$ cat config.mk
export PLATFORM = sky130hd
export DESIGN_NAME = extended_axis_packet_merger
export DESIGN_NICKNAME = d
export VERILOG_FILES = /design/src/rtl/extended_axis_packet_merger_pkg.sv /design/src/rtl/extended_axis_packet_merger_out_reg.sv /design/src/rtl/extended_axis_packet_merger.sv
export SDC_FILE = /design/constraint.sdc
export NUM_CORES = 1
export LEC_CHECK = 0
export CAP_MARGIN = 20
export CORE_ASPECT_RATIO = 2
export CORE_UTILIZATION = 40
export DETAILED_ROUTE_END_ITERATION = 10
export MAX_ROUTING_LAYER = met4
export PLACE_DENSITY = 0.71
export SYNTH_ARGS = -nofsm -noshare
export SYNTH_HDL_FRONTEND = slang
export SYNTH_SLANG_ARGS = --single-unit
$ cat constraint.sdc
create_clock -name clk -period 3.7 [get_ports clk]
set_clock_uncertainty 0.15 [all_clocks]
set_input_delay 0.37 -clock clk [delete_from_list [all_inputs] [get_ports clk]]
set_output_delay 0.37 -clock clk [all_outputs]
set_load 0.05 [all_outputs]
$ cat src/rtl/extended_axis_packet_merger_pkg.sv
// Shared types for the AXI-Stream split/merge stages.
// FSM encoding and disabled-field default helper.
package extended_axis_packet_merger_pkg;

  localparam int STATE_W = 2;

  typedef enum logic [STATE_W-1:0] {
    ST_IDLE  = 2'd0,
    ST_RUN   = 2'd1,
    ST_DRAIN = 2'd2,
    ST_ERROR = 2'd3
  } state_e;

  // Disabled sideband fields: tkeep reads all-ones, the rest read zero.
  function automatic logic field_default(input logic is_keep);
    return is_keep;
  endfunction

endpackage

$ cat src/rtl/extended_axis_packet_merger_out_reg.sv
// One channel of the lock-stepped output register.
// Tracks whether this channel's beat has been taken downstream.
module axis_lockstep_out_reg #(
  parameter int DW  = 16,
  parameter int KW  = 2,
  parameter int IW  = 1,
  parameter int DSW = 1,
  parameter int UW  = 1
) (
  input  logic           clk,
  input  logic           rst,
  input  logic           clr_i,
  input  logic           load_i,
  input  logic           all_done_i,
  input  logic [DW-1:0]  s_data_i,
  input  logic [KW-1:0]  s_keep_i,
  input  logic           s_last_i,
  input  logic [IW-1:0]  s_id_i,
  input  logic [DSW-1:0] s_dest_i,
  input  logic [UW-1:0]  s_user_i,
  input  logic           m_tready_i,
  output logic           m_tvalid_o,
  output logic [DW-1:0]  m_data_o,
  output logic [KW-1:0]  m_keep_o,
  output logic           m_last_o,
  output logic [IW-1:0]  m_id_o,
  output logic [DSW-1:0] m_dest_o,
  output logic [UW-1:0]  m_user_o,
  output logic           done_o
);

  logic valid_q, valid_d;
  logic taken_q, taken_d;
  logic hs;

  assign m_tvalid_o = valid_q & ~taken_q;
  assign hs         = m_tvalid_o & m_tready_i;
  // Done counts this cycle's handshake so the slot frees without a bubble.
  assign done_o     = ~valid_q | taken_q | hs;

  always_comb begin
    valid_d = valid_q;
    taken_d = taken_q;
    if (clr_i) begin
      valid_d = 1'b0;
      taken_d = 1'b0;
    end else if (load_i) begin
      valid_d = 1'b1;
      taken_d = 1'b0;
    end else if (all_done_i) begin
      valid_d = 1'b0;
      taken_d = 1'b0;
    end else if (hs) begin
      taken_d = 1'b1;
    end
  end

  always_ff @(posedge clk) begin
    if (rst) begin
      valid_q  <= 1'b0;
      taken_q  <= 1'b0;
      m_data_o <= '0;
      m_keep_o <= '0;
      m_last_o <= 1'b0;
      m_id_o   <= '0;
      m_dest_o <= '0;
      m_user_o <= '0;
    end else begin
      valid_q <= valid_d;
      taken_q <= taken_d;
      if (load_i && !clr_i) begin
        m_data_o <= s_data_i;
        m_keep_o <= s_keep_i;
        m_last_o <= s_last_i;
        m_id_o   <= s_id_i;
        m_dest_o <= s_dest_i;
        m_user_o <= s_user_i;
      end
    end
  end

endmodule

$ cat src/rtl/extended_axis_packet_merger.sv
// Merges pckt_num lock-stepped input packets into one output packet.
// MERGER_TLAST_CHECK_EN: abort when channels disagree on tlast.
module extended_axis_packet_merger
  import extended_axis_packet_merger_pkg::*;
#(
  parameter int CHANNELS    = 1,
  parameter int DATA_WIDTH  = 16,
  parameter bit KEEP_ENABLE = (DATA_WIDTH > 8),
  parameter int KEEP_WIDTH  = KEEP_ENABLE ? (DATA_WIDTH + 7) / 8 : 1,
  parameter bit ID_ENABLE   = 0,
  parameter int ID_WIDTH    = ID_ENABLE ? 8 : 1,
  parameter bit DEST_ENABLE = 0,
  parameter int DEST_WIDTH  = DEST_ENABLE ? 8 : 1,
  parameter bit USER_ENABLE = 0,
  parameter int USER_WIDTH  = USER_ENABLE ? 8 : 1,
  parameter int PCKT_WIDTH  = 32
) (
  input  logic                             clk,
  input  logic                             rst,
  input  logic                             operation_start,
  input  logic [PCKT_WIDTH-1:0]            pckt_num,
  input  logic                             external_error,
  output logic                             operation_busy,
  output logic                             operation_complete,
  output logic                             operation_error,
  input  logic [CHANNELS*DATA_WIDTH-1:0]   s_axis_tdata,
  input  logic [CHANNELS*KEEP_WIDTH-1:0]   s_axis_tkeep,
  input  logic [CHANNELS-1:0]              s_axis_tvalid,
  output logic [CHANNELS-1:0]              s_axis_tready,
  input  logic [CHANNELS-1:0]              s_axis_tlast,
  input  logic [CHANNELS*ID_WIDTH-1:0]     s_axis_tid,
  input  logic [CHANNELS*DEST_WIDTH-1:0]   s_axis_tdest,
  input  logic [CHANNELS*USER_WIDTH-1:0]   s_axis_tuser,
  output logic [CHANNELS*DATA_WIDTH-1:0]   m_axis_tdata,
  output logic [CHANNELS*KEEP_WIDTH-1:0]   m_axis_tkeep,
  output logic [CHANNELS-1:0]              m_axis_tvalid,
  input  logic [CHANNELS-1:0]              m_axis_tready,
  output logic [CHANNELS-1:0]              m_axis_tlast,
  output logic [CHANNELS*ID_WIDTH-1:0]     m_axis_tid,
  output logic [CHANNELS*DEST_WIDTH-1:0]   m_axis_tdest,
  output logic [CHANNELS*USER_WIDTH-1:0]   m_axis_tuser
);

  state_e                state_q, state_d;
  logic [PCKT_WIDTH-1:0] pckt_num_q, pckt_num_d;
  logic [PCKT_WIDTH-1:0] pckt_cnt_q, pckt_cnt_d;
  logic                  err_q, err_d;
  logic                  cmpl_q, cmpl_d;

  logic [CHANNELS-1:0] done;
  logic all_done, all_valid, run_take;
  logic tlast_bad, abort, load, final_beat;
  logic unused_ok;

  assign all_done   = &done;
  assign all_valid  = &s_axis_tvalid;
  assign operation_busy = (state_q == ST_RUN) || (state_q == ST_DRAIN);
  assign run_take   = (state_q == ST_RUN) & all_valid & all_done;

`ifdef MERGER_TLAST_CHECK_EN
  assign tlast_bad  = run_take & (|s_axis_tlast) & ~(&s_axis_tlast);
`else
  assign tlast_bad  = 1'b0;
`endif

  assign abort      = (operation_busy & external_error) | tlast_bad;
  assign load       = run_take & ~abort;
  assign s_axis_tready = {CHANNELS{load}};
  assign final_beat = s_axis_tlast[0] &&
                      (pckt_cnt_q == pckt_num_q - PCKT_WIDTH'(1));

  assign operation_complete = cmpl_q;
  assign operation_error    = err_q;

  assign unused_ok = ^{s_axis_tlast, s_axis_tkeep, s_axis_tid,
                       s_axis_tdest, s_axis_tuser};

  always_comb begin
    state_d    = state_q;
    pckt_num_d = pckt_num_q;
    pckt_cnt_d = pckt_cnt_q;
    err_d      = err_q;
    cmpl_d     = 1'b0;
    unique case (state_q)
      ST_IDLE, ST_ERROR: begin
        // A start coinciding with the completion pulse is dropped.
        if (operation_start && !cmpl_q) begin
          if (pckt_num == '0) begin
            state_d = ST_ERROR;
            err_d   = 1'b1;
          end else begin
            state_d    = ST_RUN;
            pckt_num_d = pckt_num;
            pckt_cnt_d = '0;
            err_d      = 1'b0;
          end
        end
      end
      ST_RUN: begin
        if (abort) begin
          state_d = ST_ERROR;
          err_d   = 1'b1;
        end else if (load && s_axis_tlast[0]) begin
          pckt_cnt_d = pckt_cnt_q + PCKT_WIDTH'(1);
          if (final_beat) state_d = ST_DRAIN;
        end
      end
      ST_DRAIN: begin
        if (abort) begin
          state_d = ST_ERROR;
          err_d   = 1'b1;
        end else if (all_done) begin
          state_d = ST_IDLE;
          cmpl_d  = 1'b1;
        end
      end
      default: state_d = ST_IDLE;
    endcase
  end

  always_ff @(posedge clk) begin
    if (rst) begin
      state_q    <= ST_IDLE;
      pckt_num_q <= '0;
      pckt_cnt_q <= '0;
      err_q      <= 1'b0;
      cmpl_q     <= 1'b0;
    end else begin
      state_q    <= state_d;
      pckt_num_q <= pckt_num_d;
      pckt_cnt_q <= pckt_cnt_d;
      err_q      <= err_d;
      cmpl_q     <= cmpl_d;
    end
  end

  for (genvar i = 0; i < CHANNELS; i++) begin : g_ch
    logic [KEEP_WIDTH-1:0] keep_in, keep_out;
    logic [ID_WIDTH-1:0]   id_in;
    logic [DEST_WIDTH-1:0] dest_in;
    logic [USER_WIDTH-1:0] user_in;

    assign keep_in = KEEP_ENABLE ? s_axis_tkeep[i*KEEP_WIDTH +: KEEP_WIDTH]
                                 : {KEEP_WIDTH{field_default(1'b1)}};
    assign id_in   = ID_ENABLE ? s_axis_tid[i*ID_WIDTH +: ID_WIDTH]
                               : {ID_WIDTH{field_default(1'b0)}};
    assign dest_in = DEST_ENABLE ? s_axis_tdest[i*DEST_WIDTH +: DEST_WIDTH]
                                 : {DEST_WIDTH{field_default(1'b0)}};
    assign user_in = USER_ENABLE ? s_axis_tuser[i*USER_WIDTH +: USER_WIDTH]
                                 : {USER_WIDTH{field_default(1'b0)}};

    assign m_axis_tkeep[i*KEEP_WIDTH +: KEEP_WIDTH] =
      KEEP_ENABLE ? keep_out : {KEEP_WIDTH{field_default(1'b1)}};

    axis_lockstep_out_reg #(
      .DW (DATA_WIDTH),
      .KW (KEEP_WIDTH),
      .IW (ID_WIDTH),
      .DSW(DEST_WIDTH),
      .UW (USER_WIDTH)
    ) u_reg (
      .clk       (clk),
      .rst       (rst),
      .clr_i     (abort),
      .load_i    (load),
      .all_done_i(all_done),
      .s_data_i  (s_axis_tdata[i*DATA_WIDTH +: DATA_WIDTH]),
      .s_keep_i  (keep_in),
      .s_last_i  (final_beat),
      .s_id_i    (id_in),
      .s_dest_i  (dest_in),
      .s_user_i  (user_in),
      .m_tready_i(m_axis_tready[i]),
      .m_tvalid_o(m_axis_tvalid[i]),
      .m_data_o  (m_axis_tdata[i*DATA_WIDTH +: DATA_WIDTH]),
      .m_keep_o  (keep_out),
      .m_last_o  (m_axis_tlast[i]),
      .m_id_o    (m_axis_tid[i*ID_WIDTH +: ID_WIDTH]),
      .m_dest_o  (m_axis_tdest[i*DEST_WIDTH +: DEST_WIDTH]),
      .m_user_o  (m_axis_tuser[i*USER_WIDTH +: USER_WIDTH]),
      .done_o    (done[i])
    );
  end

endmodule

==> impl_results.md <==
- Status: finished, final reports clean
- CP Class: flip-flop to flip-flop
- Final nets: 718
- Die X: 79.7 um
- Layout cells sized above 1: 6.98%
- Worst Path Buf+Inv: 1
- Worst R2R End: state_q[1]$_SDFFE_PP0P_
- CP endpoint: state_q[1]$_SDFFE_PP0P_
- Clock Pin Slew Worst Setup and Hold Paths: 0.07 ns
- Synthesis-stage register bit count: 89
- Critical-path cell list: or4_1 -> nor4b_1 -> buf_4 -> nand3_1 -> and3_1 -> a211oi_1 -> nor3_1 -> a211o_1 -> and3_1 -> a31o_2
- Rows: 56
- Io pins: 87
- Reg2reg setup slack: 0.37 ns
- Critical path's slowest cell: or4_1
- Root Buffer: clkbuf_16
- Crit path DAT: 3.42 ns
- Seq/Total Area, Yosys: 36.9%
- Die Area: 0.0126 mm^2
- First-pass GRT wire length: 20300 um
- Pin count of the biggest net entering global routing: 59
- Initial Utilization: 41.1%
- Cells after synthesis: 574
- Static Leak: 0.00237 uW
- Clock Tree Buf Depth: 2
- Worst-margin pin slew: 0.680 ns
- Number of global-route vias before repair: 4275
- Reg2reg path depth: 10
- Core outline area: 0.0118 mm^2
- Layout area overhead: 26.7%
- Dpl hpwl: 9860 um
- Synth async-reset ratio: 0%
- Slowest cell delay on critical path: 0.65 ns
- Post-CTS Resized: 0
- Yosys warns: 0
- Vias/cell: 5.53
- Worst skew pair latency: 0.34 ns
- HP Class: flip-flop to flip-flop
- Worst r2r src: pckt_num_q[2]$_SDFFE_PP0P_
- CTS Sinks: 89
- GRT Residual Overflow: 0
- Fmax: 301 MHz
- Cell family with most CP delay: simple AND/OR/NAND/NOR gates
- Synth Cell Area: 0.00483 mm^2
- Port-buffer cells: 80
- Detailed Routing Iterations Pass 1: 5
- Final max-slew violation count: 0
- Inserted Clock Buffers: 9
- Setup-failing EPs final: 0
- VDD IR max: 0.403 mV
- Pwr dens: 656 mW/mm^2
- DRC viols: 0
- Setup TNS: 0 ns
- Initial antenna violation count: 0
- Cts hold-fix bufs: 0
- WL final: 12900 um
- Vias: 4446
- Commonest non-fill, non-tap cell in the layout: dfxtp_1
- CP Capture Type: flip-flop
- Post-synth EDFFs: 0
- Detail Route Antenna Nets: 0
- Routed len/inst: 16.0 um
- CP Launch Type: flip-flop
- Most frequent cells in the layout: dfxtp_1, nor2_1, clkdlybuf4s50_1
- Tcrit/Tclk final: 89.9%
- RSZ-0062 raised after global routing: no
- Max-cap viol count: 0
- GRT Total Usage: 21.7%
- Max FO, Critical Path: 8
- Rel. slew slack: 54.7%
- Distinct cells, synth: 60
- RD Place Congestion: 0.883
- Die Y: 157 um
- CP startpoint: pckt_num_q[2]$_SDFFE_PP0P_
- Crit path required time: 3.79 ns
- CTS tree: built
- Hold Fails Final Rpt: 0
- Ant. Diodes: 0
- Utilization after layout: 52.0%
- DR iter-0 viols: 221
- Buffer count from post-CTS setup fixing: 0
- Tmin final: 3.33 ns
- H-tree level count: 3
- Avg Cell Area, Syn: 8.42 um^2
- Worst path most repeated cell: and3_1
- Crit. path cell count: 10
- Top_reg_cell synth: dfxtp_1
-- where the power goes --
group / leakage (uW) / internal [uW] / total (uW) / switching (uW)
combinational: 0.00149 / 751 / 1780 / 1020
sequential: 0.000724 / 1080 / 1250 / 162
clock: 0.000153 / 597 / 996 / 399
total: 0.00237 / 2430 / 4020 / 1590
-- state kept, by name, summed over array words and instances (netlist names) --
register             cells
g_ch.u_reg.m_last_o      1
state_q                  2
g_ch.u_reg.m_keep_o      2
g_ch.u_reg.valid_q       1
g_ch.u_reg.m_data_o     16
g_ch.u_reg.taken_q       1
pckt_num_q              32
operation_complete       1
pckt_cnt_q              32
operation_error          1
-- cells in the mapped netlist, drive strengths merged, types with 2 or more instances --
cell	instances	area [um^2]
a2111oi	3	63.8
a211o	2	18.8
a211oi	4	30.0
a21oi	30	150
a311oi	2	17.5
a31oi	6	37.5
and2	2	12.5
and3	8	50.1
and4	4	35.0
buf	7	50.0
clkbuf	22	82.6
dfxtp	89	1780
ha	4	50.1
inv	15	56.3
mux2i	37	370
nand2	56	210
nand3	10	50.1
nand4	17	113
nand4b	4	56.3
nor2	80	300
nor2b	9	56.3
nor3	13	65.1
nor4	19	155
nor4b	2	17.5
o2111ai	3	26.3
o211ai	3	22.5
o21ai	14	70.1
o21bai	2	15.0
o31ai	3	22.5
or2	3	18.8
or3	17	111
or4	5	37.5
xnor2	31	272
xor2	35	307
-- worst min-delay path by stage --
stage	startpoint	to	slack (ns)	depth (start not counted)
2_1_floorplan	pckt_cnt_q[26]$_SDFFE_PP0P_	pckt_cnt_q[26]$_SDFFE_PP0P_	0.33	2
3_3_place_gp	g_ch[0].u_reg.m_data_o[3]$_SDFFE_PP0P_	g_ch[0].u_reg.m_data_o[3]$_SDFFE_PP0P_	0.29	2
3_5_place_dp	g_ch[0].u_reg.m_data_o[0]$_SDFFE_PP0P_	g_ch[0].u_reg.m_data_o[0]$_SDFFE_PP0P_	0.30	2
4_1_cts	g_ch[0].u_reg.m_data_o[14]$_SDFFE_PP0P_	g_ch[0].u_reg.m_data_o[14]$_SDFFE_PP0P_	0.31	2
5_1_grt	g_ch[0].u_reg.m_data_o[8]$_SDFFE_PP0P_	g_ch[0].u_reg.m_data_o[8]$_SDFFE_PP0P_	0.32	2
6_report	g_ch[0].u_reg.m_data_o[5]$_SDFFE_PP0P_	g_ch[0].u_reg.m_data_o[5]$_SDFFE_PP0P_	0.31	2
-- through the flow --
step | cell area (um^2) | hold WS (ns) | worst slack (ns) | power [uW] | instances
floorplan | 4840 | 0.330 | 0.513 | 2540 | 577
global placement | 5800 | 0.292 | 0.310 | 2980 | 788
detailed placement | 5800 | 0.297 | 0.194 | 3030 | 788
CTS | 6120 | 0.309 | 0.373 | 4030 | 804
global route | 6120 | 0.323 | 0.207 | 4240 | 804
finish | 6120 | 0.306 | 0.373 | 4020 | 804
-- cell type report --
type / count / area [um^2]
clock buffer: 9 / 225
clock inverter: 7 / 101
fill: 1081 / 5650
inverter: 15 / 56.3
multi-input combinational: 444 / 2870
sequential: 89 / 1780
tap: 145 / 181
timing repair buffer: 95 / 906
-- cell families after synthesis --
logic type / after synthesis / synth area share [%]
AO/OA/AOI/OAI: 81 / 11.4
XOR/XNOR: 66 / 12.0
adder cells (fa/ha/maj): 4 / 1.04
buffers and inverters: 44 / 3.91
flip-flops: 89 / 36.9
multiplexers: 37 / 7.66
other: 1 / 0.0776
AND/OR/NAND/NOR: 252 / 27.1
-- worst min-delay path: stages (launching register included) --
cell and delay [ns]:
dfxtp_1 0.31, nand2_1 0.05, a21oi_1 0.05
-- layer usage --
layer	wire length (um)	vias to the layer above	track usage [%]
met5	0	-	-
met4	566	0	11.6
met3	364	45	2.72
met2	7290	111	41.4
met1	4660	2112	20.1
li1	-	2178	-
Power figures use the tool's default switching activity.
